`config.mk`:
```
export PLATFORM = sky130hd
export DESIGN_NAME = servo_pwm_pair
export DESIGN_NICKNAME = d
export VERILOG_FILES = /design/src/rtl/servo_pkg.sv /design/src/rtl/servo_channel.sv /design/src/rtl/servo_pwm_pair.sv
export SDC_FILE = /design/constraint.sdc
export NUM_CORES = 1
export LEC_CHECK = 0
export CORE_MARGIN = 8
export CORE_UTILIZATION = 30
export CTS_CLUSTER_SIZE = 20
export DETAILED_ROUTE_END_ITERATION = 7
export DONT_BUFFER_PORTS = 1
export GPL_TIMING_DRIVEN = 0
export PLACE_DENSITY = 0.5
export SLEW_MARGIN = 25
export SYNTH_ARGS = -nofsm -noshare
export SYNTH_HDL_FRONTEND = slang
export SYNTH_HIERARCHICAL = 1
export SYNTH_SLANG_ARGS = --single-unit
```
`constraint.sdc`:
```
create_clock -name clk -period 4.3 [get_ports clk]
set_input_delay 0.86 -clock clk [delete_from_list [all_inputs] [get_ports clk]]
set_output_delay 0.86 -clock clk [all_outputs]
set_load 0.02 [all_outputs]
```
`src/rtl/servo_pkg.sv`:
```
// Shared constants and helpers for the servo PWM pair.
// Speed codes are 8-bit unsigned with 128 as the stop point; step codes are
// 3-bit offsets around STEP_ZERO (4), giving a per-frame nudge of -4..+3.
package servo_pkg;

  localparam int          SPEED_W    = 8;
  localparam int          STEP_W     = 3;
  localparam logic [7:0]  SPEED_STOP = 8'd128;
  localparam logic [2:0]  STEP_ZERO  = 3'd4;

  // Clamp a 10-bit signed intermediate into the 0..255 speed range.
  function automatic logic [7:0] sat8(input logic signed [9:0] v);
    logic [7:0] r;
    if (v < 10'sd0) begin
      r = 8'd0;
    end else if (v > 10'sd255) begin
      r = 8'd255;
    end else begin
      r = v[7:0];
    end
    return r;
  endfunction

endpackage

```
`src/rtl/servo_channel.sv`:
```
// One servo channel: target register, slew-limited applied speed, per-frame pulse width latch, PWM compare.
// Latency: a target change reaches the pulse at the next frame start; PWM is registered (one clk behind frame_count).
// Backpressure: none; commands are accepted every clk, steps only on the frame-start clk.
// Ports: clk/rst_n; frame_start, frame_count from the shared timebase;
//   speed_we/speed/step command inputs; pwm output; settled (applied == target).
module servo_channel
  import servo_pkg::*;
#(
  parameter int PULSE_BASE_US = 988,
  parameter int PULSE_LSB_US  = 4,
  parameter int RAMP_STEP     = 8
) (
  input  logic               clk,
  input  logic               rst_n,
  input  logic               frame_start,
  input  logic [15:0]        frame_count,
  input  logic               speed_we,
  input  logic [SPEED_W-1:0] speed,
  input  logic [STEP_W-1:0]  step,
  output logic               pwm,
  output logic               settled
);

  localparam logic signed [9:0] RAMP_S = 10'(RAMP_STEP);

  logic [SPEED_W-1:0] target_q;
  logic [SPEED_W-1:0] applied_q;
  logic [15:0]        width_q;
  logic               pwm_q;

  logic [SPEED_W-1:0] target_nxt;
  logic [SPEED_W-1:0] applied_nxt;
  logic [15:0]        width_nxt;
  logic [15:0]        width_cmp;
  logic signed [9:0]  diff;
  logic signed [9:0]  step_sum;

  always_comb begin
    diff     = $signed({2'b00, target_q}) - $signed({2'b00, applied_q});
    step_sum = $signed({2'b00, target_q}) + $signed({7'b0, step})
             - $signed({7'b0, STEP_ZERO});

    // Ramp uses the target as it stands before this clk's update, so a
    // write landing on the frame-start clk waits for the following frame.
    applied_nxt = target_q;
    if (RAMP_STEP != 0) begin
      if (diff > RAMP_S) begin
        applied_nxt = sat8($signed({2'b00, applied_q}) + RAMP_S);
      end else if (diff < -RAMP_S) begin
        applied_nxt = sat8($signed({2'b00, applied_q}) - RAMP_S);
      end
    end

    // Absolute write wins over a step on the same clk.
    target_nxt = target_q;
    if (speed_we) begin
      target_nxt = speed;
    end else if (frame_start) begin
      target_nxt = sat8(step_sum);
    end

    width_nxt = 16'(PULSE_BASE_US) + 16'({8'b0, applied_nxt}) * 16'(PULSE_LSB_US);

    // On the frame-start clk the fresh width governs count 0 onward.
    width_cmp = frame_start ? width_nxt : width_q;
  end

  always_ff @(posedge clk) begin
    if (!rst_n) begin
      target_q  <= SPEED_STOP;
      applied_q <= SPEED_STOP;
      width_q   <= 16'(PULSE_BASE_US) + 16'({8'b0, SPEED_STOP}) * 16'(PULSE_LSB_US);
      pwm_q     <= 1'b0;
    end else begin
      target_q <= target_nxt;
      if (frame_start) begin
        applied_q <= applied_nxt;
        width_q   <= width_nxt;
      end
      pwm_q <= (frame_count < width_cmp);
    end
  end

  assign pwm     = pwm_q;
  assign settled = (applied_q == target_q);

endmodule

```
`src/rtl/servo_pwm_pair.sv`:
```
// Two slew-limited 50 Hz hobby-servo PWM outputs sharing one microsecond timebase and frame counter.
// Latency: absolute write to first affected pulse is at most one frame plus one clk.
// Backpressure: none; inputs are sampled every clk, outputs are free-running.
// Ports: clk, rst_n; per-servo speed_we/speed/step; PWM_OUT_0/1; frame_strobe (first clk of
//   each frame); settled[n] = servo n applied speed equals its target.
module servo_pwm_pair
  import servo_pkg::*;
#(
  parameter int CLK_HZ        = 12_000_000,
  parameter int FRAME_US      = 20000,
  parameter int PULSE_BASE_US = 988,
  parameter int PULSE_LSB_US  = 4,
  parameter int RAMP_STEP     = 8
) (
  input  logic               clk,
  input  logic               rst_n,
  input  logic               servo_0_speed_we,
  input  logic [SPEED_W-1:0] servo_0_speed,
  input  logic [STEP_W-1:0]  servo_0_step,
  input  logic               servo_1_speed_we,
  input  logic [SPEED_W-1:0] servo_1_speed,
  input  logic [STEP_W-1:0]  servo_1_step,
  output logic               PWM_OUT_0,
  output logic               PWM_OUT_1,
  output logic               frame_strobe,
  output logic [1:0]         settled
);

  localparam int DIV   = CLK_HZ / 1_000_000;
  localparam int PRE_W = (DIV > 1) ? $clog2(DIV) : 1;

  logic [PRE_W-1:0] pre_q;
  logic [15:0]      frame_q;
  logic             start_q;
  logic             us_tick;
  logic             frame_start;
  logic             settled_0;
  logic             settled_1;

  assign us_tick = (pre_q == PRE_W'(DIV - 1));

  // start_q is preset in reset so the first clk after release is a frame
  // start; gating with rst_n keeps the strobe low while reset is held.
  assign frame_start  = rst_n & start_q;
  assign frame_strobe = frame_start;

  always_ff @(posedge clk) begin
    if (!rst_n) begin
      pre_q   <= '0;
      frame_q <= '0;
      start_q <= 1'b1;
    end else begin
      pre_q   <= us_tick ? '0 : pre_q + 1'b1;
      start_q <= 1'b0;
      if (us_tick) begin
        if (frame_q == 16'(FRAME_US - 1)) begin
          frame_q <= '0;
          start_q <= 1'b1;
        end else begin
          frame_q <= frame_q + 16'd1;
        end
      end
    end
  end

  servo_channel #(
    .PULSE_BASE_US (PULSE_BASE_US),
    .PULSE_LSB_US  (PULSE_LSB_US),
    .RAMP_STEP     (RAMP_STEP)
  ) u_ch0 (
    .clk         (clk),
    .rst_n       (rst_n),
    .frame_start (frame_start),
    .frame_count (frame_q),
    .speed_we    (servo_0_speed_we),
    .speed       (servo_0_speed),
    .step        (servo_0_step),
    .pwm         (PWM_OUT_0),
    .settled     (settled_0)
  );

  servo_channel #(
    .PULSE_BASE_US (PULSE_BASE_US),
    .PULSE_LSB_US  (PULSE_LSB_US),
    .RAMP_STEP     (RAMP_STEP)
  ) u_ch1 (
    .clk         (clk),
    .rst_n       (rst_n),
    .frame_start (frame_start),
    .frame_count (frame_q),
    .speed_we    (servo_1_speed_we),
    .speed       (servo_1_speed),
    .step        (servo_1_step),
    .pwm         (PWM_OUT_1),
    .settled     (settled_1)
  );

  assign settled = {settled_1, settled_0};

endmodule

```
==> out/qor.yml <==
outcome: "completed"
timing.final.crit_share: 0.985
synth_adder_area_share: 0.150
hold_violations: 0
fin_crit_ns: 4.24
root_buffer: "clkbuf_16"
antenna_left: 0
holdPathStages: 1
drv_slew: 0
synthCells: 889
cts_made_buffers: 9
antenna_found_initial: 0
n_fill_cell: 2488
final_area_um2: 9110
r2r_setup_slack_ns: 0.06
ios: 31
crit_top_cell: "ha_4"
fp.dieH_um: 173
ir_drop_v: 0.000170
arrival_ns: 4.51
dr_total_vias: 6670
routedWlPerCell_um: 16.3
cap_violations: 0
maxSlewHeadroom: 0.368
route.detailed.drc: 0
grt_pass1_wl_um: 34100
syn2layout_area_growth_pct: 23.8
finalWirelength_um: 20800
synth_xor_xnor_area_share: 0.0522
tightest_slew_ns: 0.942
synth_seq_cells: 87
grt_pass1_vias: 6545
rsz0062_at_grt: "true"
gr-total-overflow: 0
cts_sinks: 87
hpwl_um: 15000
gp_congestion: 0.842
worstPathCellList: "inv_4 -> ha_4 -> fa_2 -> and2b_2 -> o22a_4 -> buf_12 -> nand4_1 -> o211ai_1 -> o211ai_4 -> or3_1 -> o2111a_2 -> inv_2 -> ha_4 -> inv_4 -> o21ai_4 -> a21oi_2 -> o31a_1 -> ha_4 -> a2111oi_4 -> o21ai_1 -> a21oi_1"
placed_cell_area_um2: 7760
fin_ws_ns: 0.0642
max_stage_delay_ns: 0.39
synth_compound_area_frac: 0.238
synth-main-ff-cell: "dfxtp_1"
drt_iter0_drc: 377
core_um2: 24200
crit_path_top_delay_cell: "or3_1"
r2r-start: "u_ch0/target_q[0]"
crit_path_max_fanout: 7
synthArstFlopShare: 0
syn_nets: 1001
floorplan.initialDensity: 0.304
cts.clk_slew.worst_paths_ns: 0.07
clock_skew_ns: 0.00773
synthMuxAreaShare: 0.0366
total_power_uw: 4220
max_freq_mhz: 236
fin_nets: 1058
clockBufferDepth: 2
num_rows: 57
synth_top_family_by_area: "compound AO/OA/AOI/OAI gates"
yosys.area_share.simple: 0.225
final_cells: 1275
place_ws_ns: -0.753
synthDistinctLibCells: 109
num_antenna_cells: 0
synth-edff-count: 0
firstDrtPassIters: 5
dieArea_um2: 29800
worst_r2r_path_depth: 21
required_ns: 4.57
grt_max_degree: 16
leakage_uw: 0.00365
groute.usage.overall: 0.135
worst_setup_path_end_kind: "flop"
synth_area_um2: 7360
die_w_um: 173
htreeDepth: 3
setup.worst_path.start: "u_ch0/target_q[0]"
avgSynthCellArea_um2: 8.28
drive_above_1_share: 0.250
yosysWarningCount: 6
min_path_type: "flop to flop"
insertion_delay_ns: 0.35
dpl.cell_count: 1213
setup_viol: 0
yosysSeqAreaShare: 0.237
crit_type: "flop to flop"
worst_hold_slack_ns: 0.445
drt-vias-per-instance: 5.23
r2r-end: "u_ch0/pwm"
port_buffers: 0
crit_path_end: "u_ch0/pwm"
cts_hold_buf: 0
critPathLaunchType: "flop"
p_per_area_nw_per_um2: 463
tritoncts: "done"
[critical path: cells and delay by family, from the launching register on]
kind	cells	cell delay (ns)
AOI/OAI and AO/OA	10	1.92
adders and majority gates	4	0.88
buffers and inverters	4	0.27
DFF	1	0.35
and+or+nand+nor	3	0.73
[final cells by class]
type	count	area, µm²	share of cell area
Clock buffer	11	243	0.0266
Clock inverter	5	63.8	0.00701
Sequential cell	87	1800	0.197
Inverter	63	258	0.0283
Tap cell	324	405	0.0445
Buffer	31	219	0.0240
Multi-Input combinational cell	703	5710	0.627
Timing Repair Buffer	51	415	0.0456
[registers in the layout (all words and copies together) (netlist names)]
register	flops
u_ch1/pwm	1
u_ch1/target_q	8
u_ch0/applied_q	8
u_ch1/applied_q	8
pre_q	4
u_ch0/target_q	8
start_q	1
u_ch0/width_q	16
u_ch1/width_q	16
frame_q	16
u_ch0/pwm	1
[per-stage QoR]
step | utilization | TNS (ns)
2_1_floorplan | - | 0
3_3_place_gp | 0.321 | -1.35
3_5_place_dp | 0.321 | -1.37
4_1_cts | 0.352 | 0
5_1_grt | 0.377 | -0.154
6_report | 0.377 | 0
[repair_timing]
item / in CTS / in global routing
pin swaps: 24 / 51
gates cloned: 0 / 0
gates resized for setup: 74 / 92
setup endpoints to repair: 3 / 2
buffers inserted: 26 / 25
[worst min-delay path by stage]
stage                       from                 to  slack, ns
3_3_place_gp            pre_q[0]           pre_q[0]       0.44
6_report                pre_q[0]           pre_q[0]       0.44
3_5_place_dp            pre_q[0]           pre_q[0]       0.44
4_1_cts                 pre_q[0]           pre_q[0]       0.45
2_1_floorplan           pre_q[0]           pre_q[0]       0.42
5_1_grt        u_ch1/width_q[14]  u_ch1/width_q[14]       0.47
[report_power, final]
| part | total (µW) | switching (µW) | internal, µW |
|---|---|---|---|
| Combinational | 2450 | 1310 | 1130 |
| Sequential | 948 | 67.4 | 881 |
| Clock | 824 | 350 | 474 |
| Total | 4220 | 1730 | 2490 |
[routing by layer]
| metal | vias to the layer above | wire (µm) | share of wire | GRT usage |
|---|---|---|---|---|
| met5 | - | 0 | 0 | 0 |
| met4 | 0 | 235 | 0.011 | 0.0272 |
| met3 | 23 | 857 | 0.041 | 0.0314 |
| met2 | 112 | 9490 | 0.46 | 0.221 |
| met1 | 3188 | 10200 | 0.49 | 0.179 |
| li1 | 3347 | - | - | - |
[kinds of logic after synthesis]
family	count (synthesis)
AOI/OAI and AO/OA	242
and+or+nand+nor	306
DFF	87
xor gates and xnor gates	43
buffers and inverters	99
muxes	26
adders and majority gates	86
[synth_stat cells (5+ instances only)]
library cell,n,area share
nor3_1,24,0.016
nand3_1,25,0.017
nor2b_1,12,0.010
nand3b_1,6,0.0061
inv_1,61,0.031
nand2_1,62,0.032
and3_1,12,0.010
xor2_1,18,0.021
nor2_1,66,0.034
and2_1,10,0.0085
a21o_1,17,0.017
nand2b_1,12,0.010
o21bai_1,7,0.0071
a21oi_1,76,0.052
dfxtp_1,87,0.24
clkbuf_1,19,0.0097
a211o_1,7,0.0083
nor4_1,8,0.0068
mux2i_1,22,0.030
nand4_1,19,0.016
ha_1,82,0.14
xnor2_1,24,0.029
a211oi_1,12,0.012
o21ai_0,46,0.031
or3_1,12,0.010
o2111ai_1,5,0.0060
a31oi_1,8,0.0068
[layout by cell type, fill, tap and decap left out, types with 6 or more instances in the layout]
cell type	n
nor2_1	62
o21bai_1	7
ha_1	65
a31oi_1	8
a211oi_1	8
nand3b_1	6
o21ai_1	8
or3_1	10
mux2i_1	18
dfxtp_1	65
and3_1	10
inv_1	45
buf_4	49
a21o_1	17
inv_4	7
nand2_1	60
nand2b_1	10
nand4_1	19
ha_4	15
a21oi_1	71
inv_2	8
clkbuf_1	15
nand3_1	24
a21oi_2	6
xnor2_1	23
nor2b_1	12
dfxtp_4	11
a211o_1	7
buf_6	9
o21ai_0	36
dfxtp_2	11
and2_1	9
xor2_1	17
nor3_1	22
nor4_1	6
clkbuf_16	9
No activity file was read; power rests on OpenSTA's default activity.
